## src/rtl/iq_averager_mc.sv

```systemverilog
// Multi-channel IQ averager: block or exponential averaging of NCH signed streams
// over a programmable number of carrier periods, realigned by the one-second marker.
module iq_averager_mc #(
    parameter int NCH    = 2,
    parameter int W      = 16,
    parameter int ACC_W  = 32,
    parameter int CW     = 13,
    parameter int SCNT_W = 16
) (
    input  logic                clk,
    input  logic                rst,
    input  logic [NCH*W-1:0]    amplitude,
    input  logic                load_val,
    input  logic                msf_carrier_pulse,
    input  logic                one_sec_marker,
    input  logic [CW-1:0]       number_msf_periods,
    input  logic [4:0]          avg_shift,
    input  logic                mode,
    output logic [NCH*W-1:0]    average,
    output logic                valid,
    output logic [CW-1:0]       counter,
    output logic [SCNT_W-1:0]   sample_count,
    output logic                overflow,
    output logic                synced
);
    localparam int XW = ACC_W + 2;
    localparam logic signed [XW-1:0]    ACC_MAX = {3'b000, {(ACC_W-1){1'b1}}};
    localparam logic signed [XW-1:0]    ACC_MIN = {3'b111, {(ACC_W-1){1'b0}}};
    localparam logic signed [ACC_W-1:0] OUT_MAX = {{(ACC_W-W+1){1'b0}}, {(W-1){1'b1}}};
    localparam logic signed [ACC_W-1:0] OUT_MIN = {{(ACC_W-W+1){1'b1}}, {(W-1){1'b0}}};

    typedef enum logic [1:0] {IDLE = 2'd0, ACCUM = 2'd1, CLOSE = 2'd2} state_t;

    function automatic logic acc_hit(input logic signed [XW-1:0] v);
        return (v > ACC_MAX) || (v < ACC_MIN);
    endfunction

    function automatic logic signed [ACC_W-1:0] sat_acc(input logic signed [XW-1:0] v);
        logic signed [XW-1:0] r;
        if (v > ACC_MAX) r = ACC_MAX;
        else if (v < ACC_MIN) r = ACC_MIN;
        else r = v;
        return r[ACC_W-1:0];
    endfunction

    function automatic logic out_hit(input logic signed [ACC_W-1:0] v);
        return (v > OUT_MAX) || (v < OUT_MIN);
    endfunction

    function automatic logic [W-1:0] sat_out(input logic signed [ACC_W-1:0] v);
        logic signed [ACC_W-1:0] r;
        if (v > OUT_MAX) r = OUT_MAX;
        else if (v < OUT_MIN) r = OUT_MIN;
        else r = v;
        return r[W-1:0];
    endfunction

    state_t                  state_r;
    logic signed [ACC_W-1:0] acc_r [NCH];
    logic signed [ACC_W-1:0] ema_r [NCH];
    logic [CW-1:0]           counter_r;
    logic [SCNT_W-1:0]       scnt_r;
    logic                    wovf_r;
    logic                    marker_d_r;
    logic [CW-1:0]           n_r;
    logic [4:0]              shift_r;
    logic                    mode_r;
    logic [NCH*W-1:0]        average_r;
    logic                    valid_r;
    logic [SCNT_W-1:0]       sample_count_r;
    logic                    overflow_r;
    logic                    synced_r;

    logic signed [W-1:0]     samp_s    [NCH];
    logic signed [ACC_W-1:0] ema_dec_s [NCH];
    logic signed [XW-1:0]    acc_sum_s [NCH];
    logic signed [XW-1:0]    ema_sum_s [NCH];
    logic signed [ACC_W-1:0] acc_nxt_s [NCH];
    logic signed [ACC_W-1:0] ema_nxt_s [NCH];
    logic signed [ACC_W-1:0] res_sh_s  [NCH];
    logic [NCH*W-1:0]        avg_nxt_s;
    logic                    acc_clamp_s;
    logic                    out_clamp_s;
    logic [SCNT_W-1:0]       scnt_nxt_s;
    logic [CW-1:0]           n_eff_s;
    logic                    close_s;
    logic                    marker_edge_s;

    assign marker_edge_s = one_sec_marker & ~marker_d_r;
    assign n_eff_s       = (n_r == {CW{1'b0}}) ? CW'(1) : n_r;
    assign close_s       = msf_carrier_pulse &&
                           ((CW+1)'(counter_r) + (CW+1)'(1) >= (CW+1)'(n_eff_s));
    assign scnt_nxt_s    = (load_val && (scnt_r != {SCNT_W{1'b1}})) ? scnt_r + SCNT_W'(1) : scnt_r;

    // Next accumulator/EMA values including the current sample, plus the scaled result
    always_comb begin
        acc_clamp_s = 1'b0;
        out_clamp_s = 1'b0;
        avg_nxt_s   = '0;
        for (int k = 0; k < NCH; k++) begin
            samp_s[k]    = amplitude[k*W +: W];
            ema_dec_s[k] = ema_r[k] >>> shift_r;
            if (load_val && !mode_r) begin
                acc_sum_s[k] = XW'(acc_r[k]) + XW'(samp_s[k]);
            end else begin
                acc_sum_s[k] = XW'(acc_r[k]);
            end
            if (load_val && mode_r) begin
                ema_sum_s[k] = XW'(ema_r[k]) + XW'(samp_s[k]) - XW'(ema_dec_s[k]);
            end else begin
                ema_sum_s[k] = XW'(ema_r[k]);
            end
            acc_nxt_s[k] = sat_acc(acc_sum_s[k]);
            ema_nxt_s[k] = sat_acc(ema_sum_s[k]);
            acc_clamp_s  = acc_clamp_s | acc_hit(acc_sum_s[k]) | acc_hit(ema_sum_s[k]);
            res_sh_s[k]  = (mode_r ? ema_nxt_s[k] : acc_nxt_s[k]) >>> shift_r;
            avg_nxt_s[k*W +: W] = sat_out(res_sh_s[k]);
            out_clamp_s  = out_clamp_s | out_hit(res_sh_s[k]);
        end
    end

    // Window control, accumulation and registered outputs
    always_ff @(posedge clk) begin
        if (rst) begin
            state_r        <= IDLE;
            counter_r      <= '0;
            scnt_r         <= '0;
            wovf_r         <= 1'b0;
            marker_d_r     <= 1'b0;
            n_r            <= '0;
            shift_r        <= '0;
            mode_r         <= 1'b0;
            average_r      <= '0;
            valid_r        <= 1'b0;
            sample_count_r <= '0;
            overflow_r     <= 1'b0;
            synced_r       <= 1'b0;
            for (int k = 0; k < NCH; k++) begin
                acc_r[k] <= '0;
                ema_r[k] <= '0;
            end
        end else begin
            marker_d_r <= one_sec_marker;
            valid_r    <= 1'b0;
            if (marker_edge_s || (state_r == IDLE && msf_carrier_pulse)) begin
                // The marker aborts the window and restarts the EMA from zero
                state_r   <= ACCUM;
                counter_r <= '0;
                scnt_r    <= '0;
                wovf_r    <= 1'b0;
                n_r       <= number_msf_periods;
                shift_r   <= avg_shift;
                mode_r    <= mode;
                synced_r  <= synced_r | marker_edge_s;
                for (int k = 0; k < NCH; k++) begin
                    acc_r[k] <= '0;
                    ema_r[k] <= '0;
                end
            end else begin
                case (state_r)
                    IDLE: begin
                        state_r <= IDLE;
                    end
                    ACCUM, CLOSE: begin
                        for (int k = 0; k < NCH; k++) begin
                            ema_r[k] <= ema_nxt_s[k];
                        end
                        if (state_r == ACCUM && close_s) begin
                            state_r        <= CLOSE;
                            valid_r        <= 1'b1;
                            average_r      <= avg_nxt_s;
                            sample_count_r <= scnt_nxt_s;
                            overflow_r     <= wovf_r | acc_clamp_s | out_clamp_s;
                            counter_r      <= '0;
                            scnt_r         <= '0;
                            wovf_r         <= 1'b0;
                            n_r            <= number_msf_periods;
                            shift_r        <= avg_shift;
                            mode_r         <= mode;
                            for (int k = 0; k < NCH; k++) begin
                                acc_r[k] <= '0;
                            end
                        end else begin
                            state_r <= ACCUM;
                            scnt_r  <= scnt_nxt_s;
                            wovf_r  <= wovf_r | acc_clamp_s;
                            for (int k = 0; k < NCH; k++) begin
                                acc_r[k] <= acc_nxt_s[k];
                            end
                            if (state_r == ACCUM && msf_carrier_pulse) begin
                                counter_r <= counter_r + CW'(1);
                            end else begin
                                counter_r <= counter_r;
                            end
                        end
                    end
                    default: begin
                        state_r <= IDLE;
                    end
                endcase
            end
        end
    end

    assign average      = average_r;
    assign valid        = valid_r;
    assign counter      = counter_r;
    assign sample_count = sample_count_r;
    assign overflow     = overflow_r;
    assign synced       = synced_r;
endmodule

```

## config.mk

```make
export PLATFORM = sky130hd
export DESIGN_NAME = iq_averager_mc
export DESIGN_NICKNAME = d
export VERILOG_FILES = /design/src/rtl/iq_averager_mc.sv
export SDC_FILE = /design/constraint.sdc
export NUM_CORES = 1
export LEC_CHECK = 0
export ABC_AREA = 1
export ABC_CLOCK_PERIOD_IN_PS = 15500
export BUFFER_PORTS_ARGS = -buffer_cell sky130_fd_sc_hd__buf_2
export CORE_UTILIZATION = 30
export CTS_CLUSTER_SIZE = 8
export DETAILED_ROUTE_END_ITERATION = 6
export SLEW_MARGIN = 20
export SYNTH_ARGS = -nofsm -noshare
export SYNTH_HDL_FRONTEND = slang
export SYNTH_SLANG_ARGS = --single-unit
```

## constraint.sdc

```tcl
create_clock -name clk -period 15.5 [get_ports clk]
set_input_delay 0.775 -clock clk [delete_from_list [all_inputs] [get_ports clk]]
set_output_delay 0.775 -clock clk [all_outputs]
set_load 0.01 [all_outputs]
```

# Word level (Yosys, flattened, before mapping)
# Memories as Yosys holds them, arrays and structs flattened.
# Index checks and enable logic that the tools add are counted.
# totals
ramBits	128
wordCells	157
reg_bits	103
memories	2
out_inout_bits	64
# op_classes
n_addsub	9
reduce_logical	26
n_mux	65
shifts	4
n_eq_ne	3
n_bitwise	21
order_cmp	13
# mem_list
name	words	width	read_ports	rd_ports_with_merged_regs	wr	line_no	source
acc_r	2	32	2	0	2	59	logic signed [ACC_W-1:0] acc_r [NCH];
ema_r	2	32	2	0	2	60	logic signed [ACC_W-1:0] ema_r [NCH];
# ops
op	n
32-bit two-way mux	20
34-bit by 32-bit greater-than comparator with 1-bit output, second input constant	4
34-bit by 32-bit < comparator with 1-bit output, second input constant	4
34-bit two-way mux	4
32-bit by 16-bit adder with 33-bit output	4
32-bit by 5-bit >>> shifter with 32-bit output	4
16-bit two-way mux	6
13-bit two-way mux	6
33-bit by 32-bit subtractor with 34-bit output	2
32-bit by 16-bit greater-than comparator with 1-bit output, second input constant	2
32-bit by 16-bit < comparator with 1-bit output, second input constant	2
1-bit two-way mux	25
1-bit bitwise OR	17
16-bit by 1-bit adder with 16-bit output, second input constant	1
16-bit != test, second input constant	1
5-bit two-way mux	3
13-bit by 1-bit adder with 14-bit output, second input constant	1
14-bit by 13-bit greater-or-equal comparator with 1-bit output	1
13-bit by 1-bit adder with 13-bit output, second input constant	1
13-bit logical NOT	1
1-bit logical AND	7
1-bit logical OR	7
2-bit nonzero test	3
2-bit AND reduction	2
other kinds (10)	13

# Longest topological paths before layout
# Gate-level depths: netlist of the first run.
# An unclocked memory read counts as a cell.
# depth
depth_word	13
depth_mapped	49
mapped_depth_nobuf	46

# Worst setup path before layout of the first run
# OpenSTA, ideal clock, no wires.
# synth_timing
kind	flip-flop to flip-flop
start	register shift_r[0]
end	register average_r[18] (netlist: average[18])
arrival_ns	5.393
setup_slack_ns	9.965
n_path_buf	6
t_required_ns	15.358
stages_incl_launch_ff	44
cell_sequence	dfxtp_1 -> clkbuf_1 -> clkbuf_1 -> clkbuf_1 -> clkbuf_1 -> nand2_1 -> o21ai_0 -> nand2_1 -> o21ai_0 -> nand2_1 -> o21ai_0 -> o21ai_0 -> nand2_1 -> o21ai_0 -> fa_1 -> inv_1 -> fa_1 -> nand3b_1 -> [8 not listed] -> nand2_1 -> nand3_1 -> nand2_2 -> buf_6 -> nand3_1 -> nand3_4 -> nand3_2 -> nand2_1 -> nand2_2 -> nand3_1 -> nand2_1 -> nor2_1 -> nand2_1 -> nor2_1 -> nand2_1 -> a21oi_4 -> buf_6 -> a22oi_2
# synth_between
elab_chain_len	11
# synth_lines
element	line_no	source
start, declared	66	logic [4:0] shift_r;
start signal, assigned	152	shift_r <= avg_shift;
start signal, assigned	178	shift_r <= avg_shift;
32-bit by 5-bit >>> shifter with 32-bit output	102	ema_dec_s[k] = ema_r[k] >>> shift_r;
33-bit by 32-bit subtractor with 34-bit output	109	ema_sum_s[k] = XW'(ema_r[k]) + XW'(samp_s[k]) - XW'(ema_dec_s[k]);
34-bit two-way mux	108	if (load_val && mode_r) begin
34-bit by 32-bit < comparator with 1-bit output	41	else if (v < ACC_MIN) r = ACC_MIN;
32-bit two-way mux	41	
32-bit two-way mux	40	if (v > ACC_MAX) r = ACC_MAX;
32-bit two-way mux	116	res_sh_s[k] = (mode_r ? ema_nxt_s[k] : acc_nxt_s[k]) >>> shift_r;
32-bit by 5-bit >>> shifter with 32-bit output (*)	116	
32-bit by 16-bit < comparator with 1-bit output	53	else if (v < OUT_MIN) r = OUT_MIN;
16-bit two-way mux	53	
16-bit two-way mux (*)	52	if (v > OUT_MAX) r = OUT_MAX;
end signal, assigned	171	average_r <= avg_nxt_s;
end, declared	68	logic [NCH*W-1:0] average_r;
# Mark *: on every way between the ends. The rest lies on a longest branch, timed or not.
# A chain may end at the register's enable or synchronous reset.

# Worst setup path after layout of the first run
# layout_timing
start	register shift_r[0]
end	register average_r[0] (netlist: average[0])
# The elaborated chain is that of the path after synthesis.

==> results of run 1 <==
-- worst min-delay path, delay by kind of cell --
family | cells | cell delay, ns
buffers and inverters | 2 | 0.10
AND/OR/NAND/NOR | 1 | 0.06
-- final cells by class --
type | instances | area [um2]
Inverter | 682 | 2566
Tap cell | 1357 | 1698
Clock buffer | 45 | 955.9
Clock inverter | 2 | 8.758
Multi-Input combinational cell | 3913 | 20890
Timing Repair Buffer | 146 | 810.8
Sequential cell | 231 | 5923
Fill cell | 11300 | 67440
Antenna cell | 1 | 2.502
-- worst max path at each step --
stage	endpoint	slack, ns	cells after the start
4_1_cts	average[0]$_SDFFE_PP0P_	7.25	42
2_1_floorplan	average[18]$_SDFFE_PP0P_	9.97	43
5_1_grt	average[0]$_SDFFE_PP0P_	6.44	42
3_5_place_dp	average[0]$_SDFFE_PP0P_	7.30	42
3_3_place_gp	average[0]$_SDFFE_PP0P_	7.27	42
6_report	average[0]$_SDFFE_PP0P_	7.13	42
-- cell usage after synthesis, types with 11 or more instances --
cell type and instances:
nand2_2 72, inv_1 650, a22oi_1 11, clkbuf_1 105
a21oi_1 287, ha_1 154, o21bai_1 23, xnor2_1 29
o22ai_1 13, nor2_1 356, a22oi_2 18, nand2_1 1614
o21ai_0 350, nand3b_1 24, or2_2 42, nand3_1 509
nand3_2 30, inv_2 24, nand2_4 14, buf_1 55
xor2_1 37, o211ai_1 51, nor3_1 37, mux2i_1 48
edfxtp_1 128, nor2_2 15, dfxtp_1 103, a21oi_2 13
nor4_1 13, buf_2 54, fa_1 64
-- registers in the layout, summed over array words and instances, names as in the netlist --
signal,cells
overflow,1
mode_r,1
acc_r,64
scnt_r,16
shift_r,5
valid,1
marker_d_r,1
n_r,13
state_r,2
average,32
ema_r,64
sample_count,16
wovf_r,1
synced,1
counter,13
-- kinds of logic (layout without fill, tap and decap cells) --
kind of cell | Yosys count | after routing | share of synthesized area, %
simple gates | 2754 | 2754 | 39.05
fa+ha+maj | 218 | 218 | 10.55
xor+xnor | 66 | 66 | 1.900
compound gates | 827 | 827 | 15.54
flops | 231 | 231 | 19.41
mux | 48 | 48 | 1.579
other cells | 0 | 1 | 0
buf+inv | 915 | 875 | 11.97
-- power groups by stage --
stage / registers [W] / clock network (W) / logic, W
after floorplan: 0.000717 / 0 / 0.00157
after global placement: 0.000744 / 0 / 0.00211
after detailed placement: 0.000745 / 0 / 0.00211
after CTS: 0.000732 / 0.000735 / 0.00212
after global routing: 0.000739 / 0.000754 / 0.00241
final: 0.000734 / 0.000722 / 0.00215
-- layer usage --
metal	part of all wire [%]	GRT usage, %	vias up
li1	-	-	16260
met1	48	31.65	15080
met2	42	32.13	1205
met3	7.9	2.974	132
met4	2.3	5.316	0
met5	0	0	-
-- per-stage QoR --
stage                     hold slack, ns  util, %  area [um2]
final                             0.4518    32.76       32850
after global routing              0.4633    32.75       32850
after CTS                         0.4312    32.75       32850
after detailed placement          0.4536    31.79       31880
after global placement            0.4438    31.79       31880
after floorplan                   0.4472        -       30420
==> results_dict.tcl, run 1 <==
set metrics [dict create \
    synth_area_leaders "nand2_1, edfxtp_1, nand3_1" \
    comb_power_share_pct 59.7 \
    dpl_worst_slack_ns 7.302 \
    yosys_most_used_dff "edfxtp_1" \
    cts_buffers 35 \
    cap_viol_max_count 0 \
    synthToLayoutAreaGrowth_pct 7.996 \
    grt_max_degree 98 \
    p_int_w 0.001781 \
    grt_pass1_vias 29720 \
    grt_pass1_wl_um 172500 \
    switchingPower_w 0.001826 \
    power_w 0.003607 \
    cts_setup_buffers 0 \
    dp.cells 6329 \
    whs_endpoint "marker_d_r$_SDFF_PP0_" \
    ir_drop_v 0.00007144 \
    path_common_cell "nand2_1" \
    wirelength_um 112600 \
    path_delay_family "simple AND/OR/NAND/NOR gates" \
    holdPathStages 3 \
    tns_ns 0 \
    root_buffer "clkbuf_16" \
    fp.dieH_um 320.4 \
    portBuffers 119 \
    worstHoldStart "one_sec_marker" \
    core_um2 100300 \
    syn_area_per_cell_um2 6.013 \
    finClkSkew_ns 0.01371 \
    setup_violations 0 \
    nets 5283 \
    ys_seq_elements 231 \
    start_kind "register" \
    ctsResizeCount 0 \
    setup_ws_ns 7.131 \
    rsz0062_at_grt "no" \
    finalCritPeriodShare_pct 53.99 \
    final_cells 6377 \
    cpPeakStageDelay_ns 0.97 \
    swShare_pct 50.62 \
    syn_area_um2 30420 \
    antenna_left 0 \
    reg2regPathDepth 42 \
    reg2reg_to "average[0]$_SDFFE_PP0P_" \
    leakagePower_nw 16.54 \
    ios 120 \
    cts.sinks 231 \
    hp-class "primary input to register" \
    vias 32670 \
    crit_slowest_cell "dfxtp_4" \
    gr-total-overflow 0 \
    cts_hold_buf 0 \
    yosys.area.top_type_share_pct 19.92 \
    fmax_ghz 0.1195 \
    ys_seq_area_share_pct 19.41 \
    die_area_um2 102700 \
    reg2reg_slack_ns 7.13 \
    drt_iter0_markers 3290 \
    asyncSetResetFlopFracSynth_pct 0 \
    arrival_ns 8.76 \
    worstPathMaxFanout 97 \
    p_clk_share_pct 20.0 \
    die_w_um 320.4 \
    synth_fp_nets 5333 \
    clk_path_buf_depth 3 \
    synth_cell_types 64 \
    yosysWarnings 0 \
    antenna_found_initial 0 \
    clk_latency_ns 0.54 \
    status "completed" \
    cts_tree "done" \
    pwr-share-seq_pct 20.3 \
    initial_core_util_pct 30.33 \
    final_common_cell "nand2_1" \
    drive_gt1_share_pct 8.767 \
    globalRouteTotalUtil_pct 21.35 \
    slew_headroom_pct 27.69 \
    post_drt_via_cell_ratio 5.124 \
    synthCells 5059 \
    wl_per_cell_um 17.66 \
    drcViolationCount 0 \
    synth_area_leader_cell "nand2_1" \
    regToRegStartpoint "shift_r[0]$_SDFFE_PP0P_" \
    worstPathRequired_ns 15.89 \
    finalMaxSlewViolations 0 \
    synth_edf_count 128 \
    startpoint "shift_r[0]$_SDFFE_PP0P_" \
    power_density_nw_per_um2 109.8 \
    end_kind "register" \
    placementRows 116 \
    hold_violations 0 \
    worst_slew_pin_slew_ns 1.085 \
    clk_pin_slew_worst_paths_ns 0.05 \
    path_class "register to register" \
    h-tree-depth 2 \
    mostFrequentLayoutCells "nand2_1, inv_1, nand3_1, nor2_1, o21ai_0" \
    critPathBufInv 6 \
    dp_hpwl_um 87610 \
    dr.pass1.iters 6 \
    gp_congestion 0.9857 \
    min_period_ns 8.369 \
]
Note: power is estimated with default switching activity, not from simulation.
==> run 2: changes to the inputs <==
--- a/config.mk
+++ b/config.mk
@@ -5,8 +5,8 @@
 export SDC_FILE = /design/constraint.sdc
 export NUM_CORES = 1
 export LEC_CHECK = 0
-export ABC_AREA = 1
-export ABC_CLOCK_PERIOD_IN_PS = 15500
+export ABC_AREA = 0
+export ABC_CLOCK_PERIOD_IN_PS = 8700
 export BUFFER_PORTS_ARGS = -buffer_cell sky130_fd_sc_hd__buf_2
 export CORE_UTILIZATION = 30
 export CTS_CLUSTER_SIZE = 8
==> constraint.sdc (replaced) <==
create_clock -name clk -period 8.7 [get_ports clk]
set_input_delay 0.435 -clock clk [delete_from_list [all_inputs] [get_ports clk]]
set_output_delay 0.435 -clock clk [all_outputs]
set_load 0.01 [all_outputs]
==> run 2 against run 1 <==
  * Via count is 1.7% higher
  * Register-to-register slack got worse by 6.7 ns
  * Sequential power grew 76%
  * Worst setup slack got worse by 6.7 ns
  * First-iteration DRC count increased by 26%
  * Die area up 0.79%
  * Sequential share of layout area fell by 0.53 points
  * Area after synthesis grew 0.79%
  * Count of clock-buffer cells in the layout increased by 11
  * Routed wire length rose by 15%
  * Design area grew 3.1%
  * Critical path type unchanged
==> results_dict.tcl, run 2 <==
set metrics [dict create \
    wirelength_um 129100 \
    worstPathRequired_ns 9.18 \
    grt_pass1_vias 30490 \
    grt_max_degree 96 \
    synth_area_leader_cell "edfxtp_1" \
    clk_pin_slew_worst_paths_ns 0.06 \
    dp_hpwl_um 99240 \
    drive_gt1_share_pct 9.993 \
    synthToLayoutAreaGrowth_pct 10.43 \
    yosys.area.top_type_share_pct 12.54 \
    drcViolationCount 0 \
    placementRows 116 \
    synth.most_common_cell "nand2_1" \
    hold_violations 0 \
    die_area_um2 103500 \
    yosysWarnings 0 \
    die_w_um 321.7 \
    post-route-util_pct 33.61 \
    worst_slew_pin_slew_ns 1.105 \
    ios 120 \
    finalMaxSlewViolations 0 \
    power_density_nw_per_um2 196.7 \
    mostFrequentLayoutCells "nand2_1, a21oi_1, nor2_1, o21ai_0, inv_1" \
    core_um2 100700 \
    rsz0062_at_grt "no" \
    antenna_found_initial 2 \
    ys_seq_area_share_pct 19.26 \
    cts_hold_buf 0 \
    cts.sinks 231 \
    synthCells 4172 \
    ys_seq_elements 231 \
    synth_cell_types 91 \
    synth_fp_nets 4446 \
    clk_latency_ns 0.59 \
    nets 4414 \
    drt_iter0_markers 4148 \
    start_kind "register" \
    post_drt_via_cell_ratio 6.017 \
    status "completed" \
    cts_buffers 36 \
    syn_area_per_cell_um2 7.349 \
    syn_area_um2 30660 \
    synth_area_leaders "edfxtp_1, nand2_1, dfxtp_1" \
    end_kind "register" \
    tns_ns 0 \
    antenna_left 0 \
    setup_ws_ns 0.3929 \
    synth_edf_count 128 \
    vias 33230 \
    fp.dieH_um 321.7 \
    globalRouteTotalUtil_pct 24.06 \
    initial_core_util_pct 30.44 \
    h-tree-depth 2 \
    arrival_ns 8.79 \
    yosys_most_used_dff "edfxtp_1" \
    clk_path_buf_depth 3 \
    asyncSetResetFlopFracSynth_pct 0 \
    final_cells 5522 \
    synthTopCellsByCount "nand2_1, a21oi_1, nor2_1" \
    dp.cells 5457 \
    wl_per_cell_um 23.39 \
    slew_headroom_pct 25.37 \
    root_buffer "clkbuf_16" \
    gr-total-overflow 0 \
    portBuffers 119 \
    setup_violations 0 \
    worstPathMaxFanout 21 \
    dr.pass1.iters 7 \
    grt_pass1_wl_um 192500 \
    leakagePower_nw 13.82 \
    finalCritPeriodShare_pct 95.48 \
    final_common_cell "nand2_1" \
    min_period_ns 8.307 \
    gp_congestion 1.052 \
    finClkSkew_ns 0.02773 \
    hp-class "primary input to register" \
    cts_tree "done" \
    dpl_worst_slack_ns 0.4385 \
    fmax_ghz 0.1204 \
    path_class "register to register" \
    cap_viol_max_count 0 \
    ir_drop_v 0.0001202 \
]
==> run 2: cell types whose count changed in the layout (fill, tap and decap cells not counted), sizes merged, moves of 54 or more <==
cell / before / now
a211oi: 2 / 84
nand2: 1700 / 599
mux2i: 48 / 121
inv: 676 / 253
mux4: 0 / 54
buf: 146 / 220
nand3: 541 / 95
nor2b: 0 / 54
a21oi: 302 / 371
==> run 2: final timing paths <==
check / slack [ns] / start / to / depth (start not counted)
worst max-delay path: 0.39 / shift_r[0]$_SDFFE_PP0P_ / average[6]$_SDFFE_PP0P_ / 24
worst min-delay path: 0.10 / one_sec_marker / marker_d_r$_SDFF_PP0_ / 2
worst max register to register: 0.39 / shift_r[0]$_SDFFE_PP0P_ / average[6]$_SDFFE_PP0P_ / 24
worst min register to register: 0.45 / n_r[11]$_SDFFE_PP0P_ / n_r[11]$_SDFFE_PP0P_ / 2
==> run 2: worst max-delay path, stage by stage (launching register included) <==
cell and delay, ns:
dfxtp_4 0.60, mux4_2 0.61, nand2_1 0.10, nand2_1 0.06, o21ai_0 0.32, or2_2 0.18, o31a_1 0.14, fa_1 0.44
ha_1 0.43, nand2_1 0.08, o21ai_0 0.34, nand2_1 0.15, a31oi_1 0.41, o2111ai_1 0.27, and3_1 0.38, or3_4 0.45
nand2_4 0.13, nand3_2 0.10, a41o_1 0.29, mux4_2 0.52, mux4_2 0.54, or4_1 0.48, o31a_1 0.42, or4_1 0.56
a31oi_1 0.20
==> run 2: logic make-up after synthesis <==
group                      Yosys count  synth area share [%]
muxes                              193                 8.578
buffers and inverters              541                 6.668
and+or+nand+nor                   1447                 21.44
adders and majority gates          225                 10.69
AOI/OAI and AO/OA                 1425                 30.21
xor gates and xnor gates           110                 3.142
DFF                                231                 19.26
==> run 2: metal layers <==
metal	routed length [um]	up-vias	track usage, %
li1	-	15270	-
met1	55240	15810	33.73
met2	54810	1848	35.95
met3	12840	306	3.949
met4	6234	2	10.72
met5	13	-	0
==> run 2: report_power, final <==
| group | total (W) | switching, W | internal, W |
|---|---|---|---|
| clock network | 0.00144 | 0.000611 | 0.000826 |
| logic | 0.00393 | 0.00256 | 0.00137 |
| registers | 0.00129 | 0.0000789 | 0.00122 |
| total | 0.00666 | 0.00325 | 0.00341 |
==> run 2: layout make-up <==
| class | count | area [um2] |
|---|---|---|
| Timing Repair Buffer | 220 | 1419 |
| Multi-Input combinational cell | 3400 | 22770 |
| Inverter | 251 | 947.2 |
| Sequential cell | 231 | 5926 |
| Clock buffer | 56 | 1006 |
| Fill cell | 10760 | 66870 |
| Tap cell | 1357 | 1698 |
| Clock inverter | 5 | 82.58 |
| Antenna cell | 2 | 5.005 |
==> run 2: stage by stage <==
step	instance area [um2]	hold WS [ns]	power (W)
2_1_floorplan	30690	0.4315	0.003944
3_3_place_gp	32720	0.4409	0.005099
3_5_place_dp	32720	0.4481	0.005087
4_1_cts	33810	0.07948	0.006542
5_1_grt	33850	0.09915	0.007014
6_report	33860	0.1024	0.006661
==> run 2: repair_timing <==
action                     in CTS  in global routing
gates resized for setup         0                  3
setup buffers                   0                  2
setup endpoints to repair       0                 27
